File: src/rtl/riscv_hpc_pkg.sv
// ---------------------------------------------------------------------------
// riscv_hpc_pkg
// Shared definitions for the instruction-class performance counter bank.
//   - RV32 major opcode values (instruction bits [6:0])
//   - class index constants and the class count
//   - one-hot class vector type and a small helper
// Build option: HPC_SATURATE_EN (used by riscv_hpc_counter) selects saturating
// counters instead of wrapping ones.
// ---------------------------------------------------------------------------
package riscv_hpc_pkg;

    // RV32 major opcodes
    localparam logic [6:0] OPC_OP     = 7'b0110011;
    localparam logic [6:0] OPC_OP_IMM = 7'b0010011;
    localparam logic [6:0] OPC_LOAD   = 7'b0000011;
    localparam logic [6:0] OPC_JALR   = 7'b1100111;
    localparam logic [6:0] OPC_SYSTEM = 7'b1110011;
    localparam logic [6:0] OPC_FENCE  = 7'b0001111;
    localparam logic [6:0] OPC_STORE  = 7'b0100011;
    localparam logic [6:0] OPC_BRANCH = 7'b1100011;
    localparam logic [6:0] OPC_LUI    = 7'b0110111;
    localparam logic [6:0] OPC_AUIPC  = 7'b0010111;
    localparam logic [6:0] OPC_JAL    = 7'b1101111;

    // Class indices; also the rd_sel_i encoding
    localparam int CLS_R     = 0;
    localparam int CLS_I     = 1;
    localparam int CLS_S     = 2;
    localparam int CLS_B     = 3;
    localparam int CLS_U     = 4;
    localparam int CLS_J     = 5;
    localparam int CLS_OTHER = 6;
    localparam int NUM_CLS   = 7;

    typedef logic [NUM_CLS-1:0] cls_vec_t;

    // One-hot vector with only bit idx set
    function automatic cls_vec_t cls_onehot(input int idx);
        cls_vec_t v;
        v = '0;
        v[idx] = 1'b1;
        return v;
    endfunction

endpackage

File: src/rtl/riscv_hpc_counter.sv
// ---------------------------------------------------------------------------
// riscv_hpc_counter
// Single event counter of width CNT_W.
//   clk   in  1      clock, posedge
//   srst  in  1      synchronous active-high reset (count -> 0)
//   inc   in  1      add one this cycle
//   clr   in  1      zero the counter; wins over a simultaneous inc
//   count out CNT_W  current value
// Build option: define HPC_SATURATE_EN to make the counter stick at all-ones;
// otherwise it wraps all-ones -> 0.
// ---------------------------------------------------------------------------
module riscv_hpc_counter #(
    parameter int CNT_W = 32
) (
    input  logic             clk,
    input  logic             srst,
    input  logic             inc,
    input  logic             clr,
    output logic [CNT_W-1:0] count
);

    logic [CNT_W-1:0] count_reg;
    logic [CNT_W-1:0] count_next;

    always_comb begin
        count_next = count_reg;
        if (clr) begin
            count_next = '0;
        end else if (inc) begin
`ifdef HPC_SATURATE_EN
            if (count_reg != {CNT_W{1'b1}}) begin
                count_next = count_reg + CNT_W'(1);
            end
`else
            count_next = count_reg + CNT_W'(1);
`endif
        end
    end

    always_ff @(posedge clk) begin
        if (srst) begin
            count_reg <= '0;
        end else begin
            count_reg <= count_next;
        end
    end

    assign count = count_reg;

endmodule

File: src/rtl/riscv_hpc_inst_class_counter.sv
// ---------------------------------------------------------------------------
// riscv_hpc_inst_class_counter
// Performance counter bank that classifies each committed RV32 instruction by
// its major opcode (R/I/S/B/U/J/other) and counts each class.
// Pipeline: stage 1 registers a one-hot class for a valid, enabled commit;
// stage 2 increments the flagged counter. A commit at cycle N is visible on
// HPC_req_* from cycle N+2.
// Ports:
//   clk_i, rst_i             clock / synchronous active-high reset
//   commit_valid_i, commit_inst_i   committed instruction
//   cnt_en_i                 counting enable (sampled at stage 1 only)
//   clr_i                    zero all counters, drop stage-1 entry and the
//                            commit presented in the same cycle
//   rd_req_i, rd_sel_i       read request and counter select (7 reads 0)
//   rd_ack_o, rd_data_o      read response one cycle after the request;
//                            data holds its last value between reads
//   HPC_req_*                live counter values
// Build option: HPC_SATURATE_EN -> counters saturate instead of wrapping.
// ---------------------------------------------------------------------------
module riscv_hpc_inst_class_counter
    import riscv_hpc_pkg::*;
#(
    parameter int CNT_W = 32,
    parameter int SEL_W = 3
) (
    input  logic             clk_i,
    input  logic             rst_i,
    input  logic             commit_valid_i,
    input  logic [31:0]      commit_inst_i,
    input  logic             cnt_en_i,
    input  logic             clr_i,
    input  logic             rd_req_i,
    input  logic [SEL_W-1:0] rd_sel_i,
    output logic             rd_ack_o,
    output logic [CNT_W-1:0] rd_data_o,
    output logic [CNT_W-1:0] HPC_req_Rtype,
    output logic [CNT_W-1:0] HPC_req_Itype,
    output logic [CNT_W-1:0] HPC_req_Stype,
    output logic [CNT_W-1:0] HPC_req_Btype,
    output logic [CNT_W-1:0] HPC_req_Utype,
    output logic [CNT_W-1:0] HPC_req_Jtype,
    output logic [CNT_W-1:0] HPC_req_other
);

    localparam int NUM_SEL = 2 ** SEL_W;

    // Only the major opcode drives classification
    logic unused_inst_hi;
    assign unused_inst_hi = ^commit_inst_i[31:7];

    // ---------------- classifier (combinational) ----------------
    cls_vec_t cls_dec;

    always_comb begin
        cls_dec = '0;
        case (commit_inst_i[6:0])
            OPC_OP:      cls_dec = cls_onehot(CLS_R);
            OPC_OP_IMM,
            OPC_LOAD,
            OPC_JALR,
            OPC_SYSTEM,
            OPC_FENCE:   cls_dec = cls_onehot(CLS_I);
            OPC_STORE:   cls_dec = cls_onehot(CLS_S);
            OPC_BRANCH:  cls_dec = cls_onehot(CLS_B);
            OPC_LUI,
            OPC_AUIPC:   cls_dec = cls_onehot(CLS_U);
            OPC_JAL:     cls_dec = cls_onehot(CLS_J);
            default:     cls_dec = cls_onehot(CLS_OTHER);
        endcase
    end

    // ---------------- stage 1: registered class ----------------
    cls_vec_t cls_reg;
    cls_vec_t cls_next;

    // A clear drops both the entry already in stage 1 (its counter is zeroed
    // this edge anyway) and the commit arriving in the clear cycle.
    always_comb begin
        cls_next = '0;
        if (!clr_i && commit_valid_i && cnt_en_i) begin
            cls_next = cls_dec;
        end
    end

    always_ff @(posedge clk_i) begin
        if (rst_i) begin
            cls_reg <= '0;
        end else begin
            cls_reg <= cls_next;
        end
    end

    // ---------------- stage 2: counters ----------------
    logic [CNT_W-1:0] cnt_val [NUM_CLS];

    generate
        for (genvar gi = 0; gi < NUM_CLS; gi++) begin : g_cnt
            riscv_hpc_counter #(
                .CNT_W (CNT_W)
            ) u_cnt (
                .clk   (clk_i),
                .srst  (rst_i),
                .inc   (cls_reg[gi]),
                .clr   (clr_i),
                .count (cnt_val[gi])
            );
        end
    endgenerate

    assign HPC_req_Rtype = cnt_val[CLS_R];
    assign HPC_req_Itype = cnt_val[CLS_I];
    assign HPC_req_Stype = cnt_val[CLS_S];
    assign HPC_req_Btype = cnt_val[CLS_B];
    assign HPC_req_Utype = cnt_val[CLS_U];
    assign HPC_req_Jtype = cnt_val[CLS_J];
    assign HPC_req_other = cnt_val[CLS_OTHER];

    // ---------------- read port ----------------
    // Full 2**SEL_W table so every select value has a defined entry; selects
    // past the last class read as zero.
    logic [CNT_W-1:0] rd_tbl [NUM_SEL];

    generate
        for (genvar gi = 0; gi < NUM_SEL; gi++) begin : g_rd_tbl
            if (gi < NUM_CLS) begin : g_cls
                assign rd_tbl[gi] = cnt_val[gi];
            end else begin : g_zero
                assign rd_tbl[gi] = '0;
            end
        end
    endgenerate

    logic             rd_ack_reg;
    logic [CNT_W-1:0] rd_data_reg;
    logic [CNT_W-1:0] rd_data_next;

    // Counters are sampled from their registers, so a read sees the value
    // before any increment or clear taking effect on the same edge.
    always_comb begin
        rd_data_next = rd_data_reg;
        if (rd_req_i) begin
            rd_data_next = rd_tbl[rd_sel_i];
        end
    end

    always_ff @(posedge clk_i) begin
        if (rst_i) begin
            rd_ack_reg  <= 1'b0;
            rd_data_reg <= '0;
        end else begin
            rd_ack_reg  <= rd_req_i;
            rd_data_reg <= rd_data_next;
        end
    end

    assign rd_ack_o  = rd_ack_reg;
    assign rd_data_o = rd_data_reg;

endmodule

File: config.mk
export PLATFORM = sky130hd
export DESIGN_NAME = riscv_hpc_inst_class_counter
export DESIGN_NICKNAME = d
export VERILOG_FILES = /design/src/rtl/riscv_hpc_pkg.sv /design/src/rtl/riscv_hpc_counter.sv /design/src/rtl/riscv_hpc_inst_class_counter.sv
export SDC_FILE = /design/constraint.sdc
export NUM_CORES = 1
export LEC_CHECK = 0
export BUFFER_PORTS_ARGS = -buffer_cell sky130_fd_sc_hd__buf_4
export CAP_MARGIN = 25
export CORE_ASPECT_RATIO = 1.4
export CORE_MARGIN = 2
export CORE_UTILIZATION = 50
export CTS_CLUSTER_SIZE = 30
export DETAILED_ROUTE_END_ITERATION = 16
export GPL_TIMING_DRIVEN = 0
export MAX_ROUTING_LAYER = met4
export PLACE_DENSITY = 0.75
export SKIP_LAST_GASP = 1
export SYNTH_ARGS = -nofsm -noshare
export SYNTH_HDL_FRONTEND = slang
export SYNTH_HIERARCHICAL = 1
export SYNTH_SLANG_ARGS = --single-unit
File: constraint.sdc
create_clock -name clk_i -period 2.1 [get_ports clk_i]
set_input_delay 0.525 -clock clk_i [delete_from_list [all_inputs] [get_ports clk_i]]
set_output_delay 0.525 -clock clk_i [all_outputs]
set_load 0.02 [all_outputs]
==> metrics.txt, run 1 <==
CTS tree done; Critical Path AT 2490 ps; Slew Viols, Final 0; hold crit path type input port to flip-flop; final worst-path cycle share 96.1%; Max Clock Freq 496 MHz; max reg flops 224; global-route wire length before repair 74600 um; clock network power share 48.6%; Worst slew margin 50.2%; top-count cell post-synth dfxtp_1; worst r2r path cells 6; Final Util 63.1%; dpl cells 2280; first-pass detailed-route iteration total 5; fin cells 2330; row count 73; Power Density 623 nW/um2; starting density of the core 50.8%; register area share after synthesis 36.8%; aggregate global-route resource usage 32.1%; post-synthesis async set-or-reset flop share 0%; r2r startpoint g_cnt[6].u_cnt/count[0]; fin crit period 2020 ps; Worst Skew 12.8 ps; R2R Path End g_cnt[6].u_cnt/count[26]; Post-DP HPWL 37600 um; P_int 8.58 mW; Post-synth top cells dfxtp_1 (264), a21oi_1 (153), mux2i_1 (109); # resized after CTS 0; Hold Startpoint commit_inst_i[3]; Setup violations, final 0; Residual DRC 0; number of H-tree levels 1; Area Growth Syn to Fin 24.2%; actual slew at the worst max-slew pin 740 ps; fillers 2499; Mapped Avg Cell Area 8.79 um2; Die Y 205 um; nature of the critical path endpoint flip-flop; Clock Latency Late Sink 560 ps; outcome completed; DR vias 14500; WL per Instance 21.0 um; share of cells above drive strength 1 22.6%; Critical Path, Cell by Cell ha_1 -> and3_1 -> buf_2 -> nand4_2 -> or4_1 -> a21oi_1; vias in the first global route 13400; post-DR vias/cell 6.22; Worst R2R Setup Slack 80 ps; postcts setup bufs 0; Sw Pwr 2.54 mW; pin count of the biggest net entering global routing 30; I/O Buffers 270; CTS Buf Count 27; total placed instance area 16900 um2; total gr overflow 0; max-cap violations 0; mapped cell area 14400 um2; count of cell types in the netlist 48; dominant cells by area after synthesis dfxtp_1 (37%), mux2i_1 (7.6%), a21oi_1 (5.3%), nand4_1 (4.4%), xor2_1 (3.8%); cell depth of the worst min-delay path 2; Final Hold Vio Count 0; Post-synth EDFFs 0; GP Congestion 0.953; Crit Path Max Fanout 8; Final Cell Area 17900 um2; I/O pins 298; Combinational Power Share 5.8%; Post-Syn Nets 1683; routed wire length 49000 um; buffer depth of the longest clock path 3; Synth Register Bits 264; leak pwr 6.74 nW; remaining antenna violation count 0; WS Path Type flip-flop to flip-flop; top cell type's share of synthesized area 36.8%; number of DRC markers in iteration 0 1073; Synth Instances 1635; most used flip-flop cell after synthesis dfxtp_1; Die ar. 30100 um2; initial antenna violation count 1; Ys Warns 6; number of hold buffers added after cts 0; WP data required 2570 ps; Slowest-stage cell, CP or4_1; RSZ-0062 raised after global routing no; switch share 22.9%; # clock sinks 264; Final #Nets 1982; max incr delay on CP 500 ps; CTS Root Cell clkbuf_16; sequential power share 45.6%; Buffers & Inverters on Critical Path 1; family with the most delay on the worst path simple AND/OR/NAND/NOR gates; core area 28300 um2; maximum vdd drop 0.609 mV; Clock transition at path regs 60 ps; Hold EP cls_reg[3]; post-synth top area cell dfxtp_1; Die W 147 um; critical path launch point type flip-flop
-- stage by stage --
stage,TNS [ps],setup slack [ps],hold slack (ps),total power [mW]
finish,0,82.6,183,11.1
global route,0,1.16,187,11.4
CTS,0,86.7,171,11.2
detailed placement,-205,-205,469,5.82
global placement,-208,-208,456,5.81
floorplan,0,276,543,5.57
-- power by group through the flow --
stage                     logic, mW  clock network [mW]  registers [mW]
after CTS                     0.638                5.45            5.07
after global placement        0.627                   0            5.18
final                         0.644                5.41            5.07
after floorplan               0.360                   0            5.21
after detailed placement      0.637                   0            5.18
after global routing          0.685                5.65            5.07
-- cell usage in the layout, fill, tap and decap left out, types with 63 or more instances in the layout --
master and count:
a21oi_1 153, nor2_1 100, or4_1 70, buf_4 287, o21ai_0 80, mux2i_1 109, dfxtp_1 264, nand4_1 101
xor2_1 63, nand2_1 97, nand3_1 64, o31ai_1 70
-- layer usage --
metal | track usage [%] | wire [um] | vias to the layer above
li1 | - | - | 6740
met2 | 53.7 | 23800 | 676
met1 | 36.7 | 18300 | 6927
met5 | - | 0 | -
met3 | 5.84 | 3960 | 150
met4 | 16.7 | 2930 | 0
-- how the worst max path moves through the flow --
stage,start,endpoint,slack [ps],cells after the start
floorplan,g_cnt[5].u_cnt/count[0],g_cnt[5].u_cnt/count[20],280,6
global placement,rst_i,cls_reg[5],-210,4
detailed placement,rst_i,cls_reg[5],-210,4
CTS,g_cnt[6].u_cnt/count[0],g_cnt[6].u_cnt/count[26],90,6
global route,g_cnt[2].u_cnt/count[0],g_cnt[2].u_cnt/count[26],1,6
finish,g_cnt[6].u_cnt/count[0],g_cnt[6].u_cnt/count[26],80,6
-- layout make-up --
type / count / area [um2] / area share, %
Antenna cell: 1 / 2.50 / 0.0140
Buffer: 93 / 689 / 3.86
Clock buffer: 36 / 769 / 4.31
Inverter: 52 / 195 / 1.09
Clock inverter: 13 / 215 / 1.21
Tap cell: 375 / 469 / 2.63
Sequential cell: 264 / 5290 / 29.6
Timing Repair Buffer: 270 / 2030 / 11.4
Multi-Input combinational cell: 1226 / 8200 / 45.9
-- cells by family (layout without fill, tap and decap cells) --
family	Yosys count	after routing	share of synthesized area, %
mux	110	110	7.75
other cells	0	1	0
buf+inv	145	464	6.15
xor+xnor	84	84	5.12
simple gates	672	672	28.8
fa+ha+maj	7	7	0.609
compound gates	353	353	14.8
flops	264	264	36.8
(Power assumes the default switching activity.)
==> run 2: changes to the inputs <==
Settings changed: PLACE_DENSITY 0.75 to not set, PLACE_DENSITY_LB_ADDON set to 0.15.
==> run 2 against run 1 <==
Effect of this change: wire length grew 2.4%; core utilization shrank 0.10 points; combinational power is 2% higher; sequential power barely moved; design area is 0.16% lower; die area unchanged; sequential share of layout area rose by 0.062 points; hold slack gained 29 ps; final cell count stayed put; largest power group unchanged; highest routed layer unchanged.
==> metrics.txt, run 2 (same netlist as run 1, synthesis figures left out) <==
outcome completed; post-DR vias/cell 6.17 (-0.79%); number of H-tree levels 1 (unchanged); share of cells above drive strength 1 22.8% (+0.20 points); Post-DP HPWL 38600 um (+2.8%); vias in the first global route 13700 (+1.9%); number of hold buffers added after cts 0 (unchanged); starting density of the core 50.8% (unchanged); Critical Path, Cell by Cell and4_1 -> buf_4 -> nand3_2 -> buf_2 -> o311ai_0 -> o41ai_1; WS Path Type flip-flop to flip-flop; Max Clock Freq 497 MHz (+0.17%); Slew Viols, Final 0 (unchanged); most common cell after layout, fill and taps aside buf_4; # clock sinks 264 (unchanged); CTS Root Cell clkbuf_16; GP Congestion 0.957 (+0.48%); Residual DRC 0 (unchanged); Die Y 205 um (unchanged); max incr delay on CP 520 ps (+20 ps); DR vias 14400 (-0.79%); max-cap violations 0 (unchanged); remaining antenna violation count 0 (unchanged); I/O Buffers 270 (unchanged); postcts setup bufs 0 (unchanged); Final Util 63.0% (-0.10 points); Critical Path AT 2400 ps (-90 ps); core area 28300 um2 (unchanged); nature of the critical path endpoint flip-flop; buffer depth of the longest clock path 3 (unchanged); actual slew at the worst max-slew pin 837 ps (+97.5 ps); fin cells 2330 (unchanged); Die W 147 um (unchanged); pin count of the biggest net entering global routing 30 (unchanged); critical path launch point type flip-flop; number of DRC markers in iteration 0 1272 (+19%); CTS tree done; Clock transition at path regs 70 ps (about the same); # resized after CTS 0 (unchanged); Worst slew margin 43.7% (-6.6 points); Final Hold Vio Count 0 (unchanged); final worst-path cycle share 95.9% (-0.16 points); max reg flops 224 (unchanged); row count 73 (unchanged); total gr overflow 0 (unchanged); Clock Latency Late Sink 540 ps (-20 ps); dpl cells 2280 (unchanged); Crit Path Max Fanout 10 (+2); aggregate global-route resource usage 33.1% (+1.0 points); routed wire length 50200 um (+2.4%); Slowest-stage cell, CP dfxtp_1; leak pwr 6.72 nW (-0.26%); WP data required 2490 ps (-80 ps); maximum vdd drop 0.560 mV (-8.0%); RSZ-0062 raised after global routing no; commonest non-fill, non-tap cells in the layout buf_4 (287), dfxtp_1 (262), a21oi_1 (153), mux2i_1 (109), nand4_1 (101); initial antenna violation count 1 (unchanged); CTS Buf Count 27 (unchanged); WL per Instance 21.5 um (+2.4%); Die ar. 30100 um2 (unchanged); Final #Nets 1982 (unchanged); first-pass detailed-route iteration total 5 (unchanged); global-route wire length before repair 76500 um (+2.4%); Setup violations, final 0 (unchanged); hold crit path type input port to flip-flop; fin crit period 2010 ps (-3.34 ps); I/O pins 298 (unchanged); Area Growth Syn to Fin 24.0%; Power Density 614 nW/um2 (-1.4%); total power 10.9 mW (-1.6%); Hold WS 212 ps (+29.3 ps); Worst Skew 14.1 ps (+1.28 ps)
[run 2: cell count changes in the layout (fill, tap and decap cells not counted), moves of 2 or more]
cell / previous run / this run
clkinvlp_4: 0 / 2
dfxtp_1: 264 / 262
dfxtp_2: 0 / 2
clkbuf_8: 6 / 4
clkinv_2: 7 / 9
clkbuf_1: 36 / 34
[run 2: power by group]
| part | internal [mW] | switching [mW] | leakage, nW | total, mW |
|---|---|---|---|---|
| Combinational | 0.238 | 0.418 | 4.12 | 0.656 |
| Sequential | 5.04 | 0.0306 | 2.13 | 5.07 |
| Clock | 3.11 | 2.11 | 0.473 | 5.22 |
| Total | 8.39 | 2.56 | 6.72 | 10.9 |
[run 2: worst paths after layout]
path / startpoint / to / slack, ps / cells after the start
max: g_cnt[5].u_cnt/count[7] / g_cnt[5].u_cnt/count[24] / 90 / 6
max reg2reg: g_cnt[5].u_cnt/count[7] / g_cnt[5].u_cnt/count[24] / 90 / 6
min: commit_inst_i[3] / cls_reg[3] / 210 / 2
min reg2reg: rd_data_o[8] / rd_data_o[8] / 470 / 2
[run 2: layout make-up]
cell class / count / area [um2]
fillers: 2526 / 10500
multi-input cells: 1226 / 8200
flip-flops and latches: 264 / 5290
repair buffers: 270 / 2030
clock buffers: 32 / 734
plain buffers: 93 / 689
well taps: 375 / 469
clock inverters: 17 / 219
inverters: 52 / 195
diodes: 1 / 2.50
[run 2: per-layer routing]
metal	wire (um)	part of all wire, %	GRT usage, %	up-vias
met2	24600	49	56.0	605
li1	-	-	-	6742
met4	3350	6.7	19.6	0
met1	18400	37	36.2	6868
met3	3750	7.5	6.08	163
met5	0	0	-	-
[run 2: metrics by stage]
| stage | setup TNS, ps | worst slack (ps) | cell area (um2) |
|---|---|---|---|
| after floorplan | 0 | 276 | 14400 |
| after global placement | -143 | -143 | 16900 |
| after detailed placement | -165 | -165 | 16900 |
| after CTS | 0 | 80.0 | 17800 |
| after global routing | 0 | 12.2 | 17800 |
| final | 0 | 85.9 | 17800 |
[run 2: worst max-delay path, delay by kind of cell, from the launching register on]
family                 cells  cell delay (ps)
buffers and inverters      2              390
flip-flops                 1              520
AND/OR/NAND/NOR            2              370
AO/OA/AOI/OAI              2              560
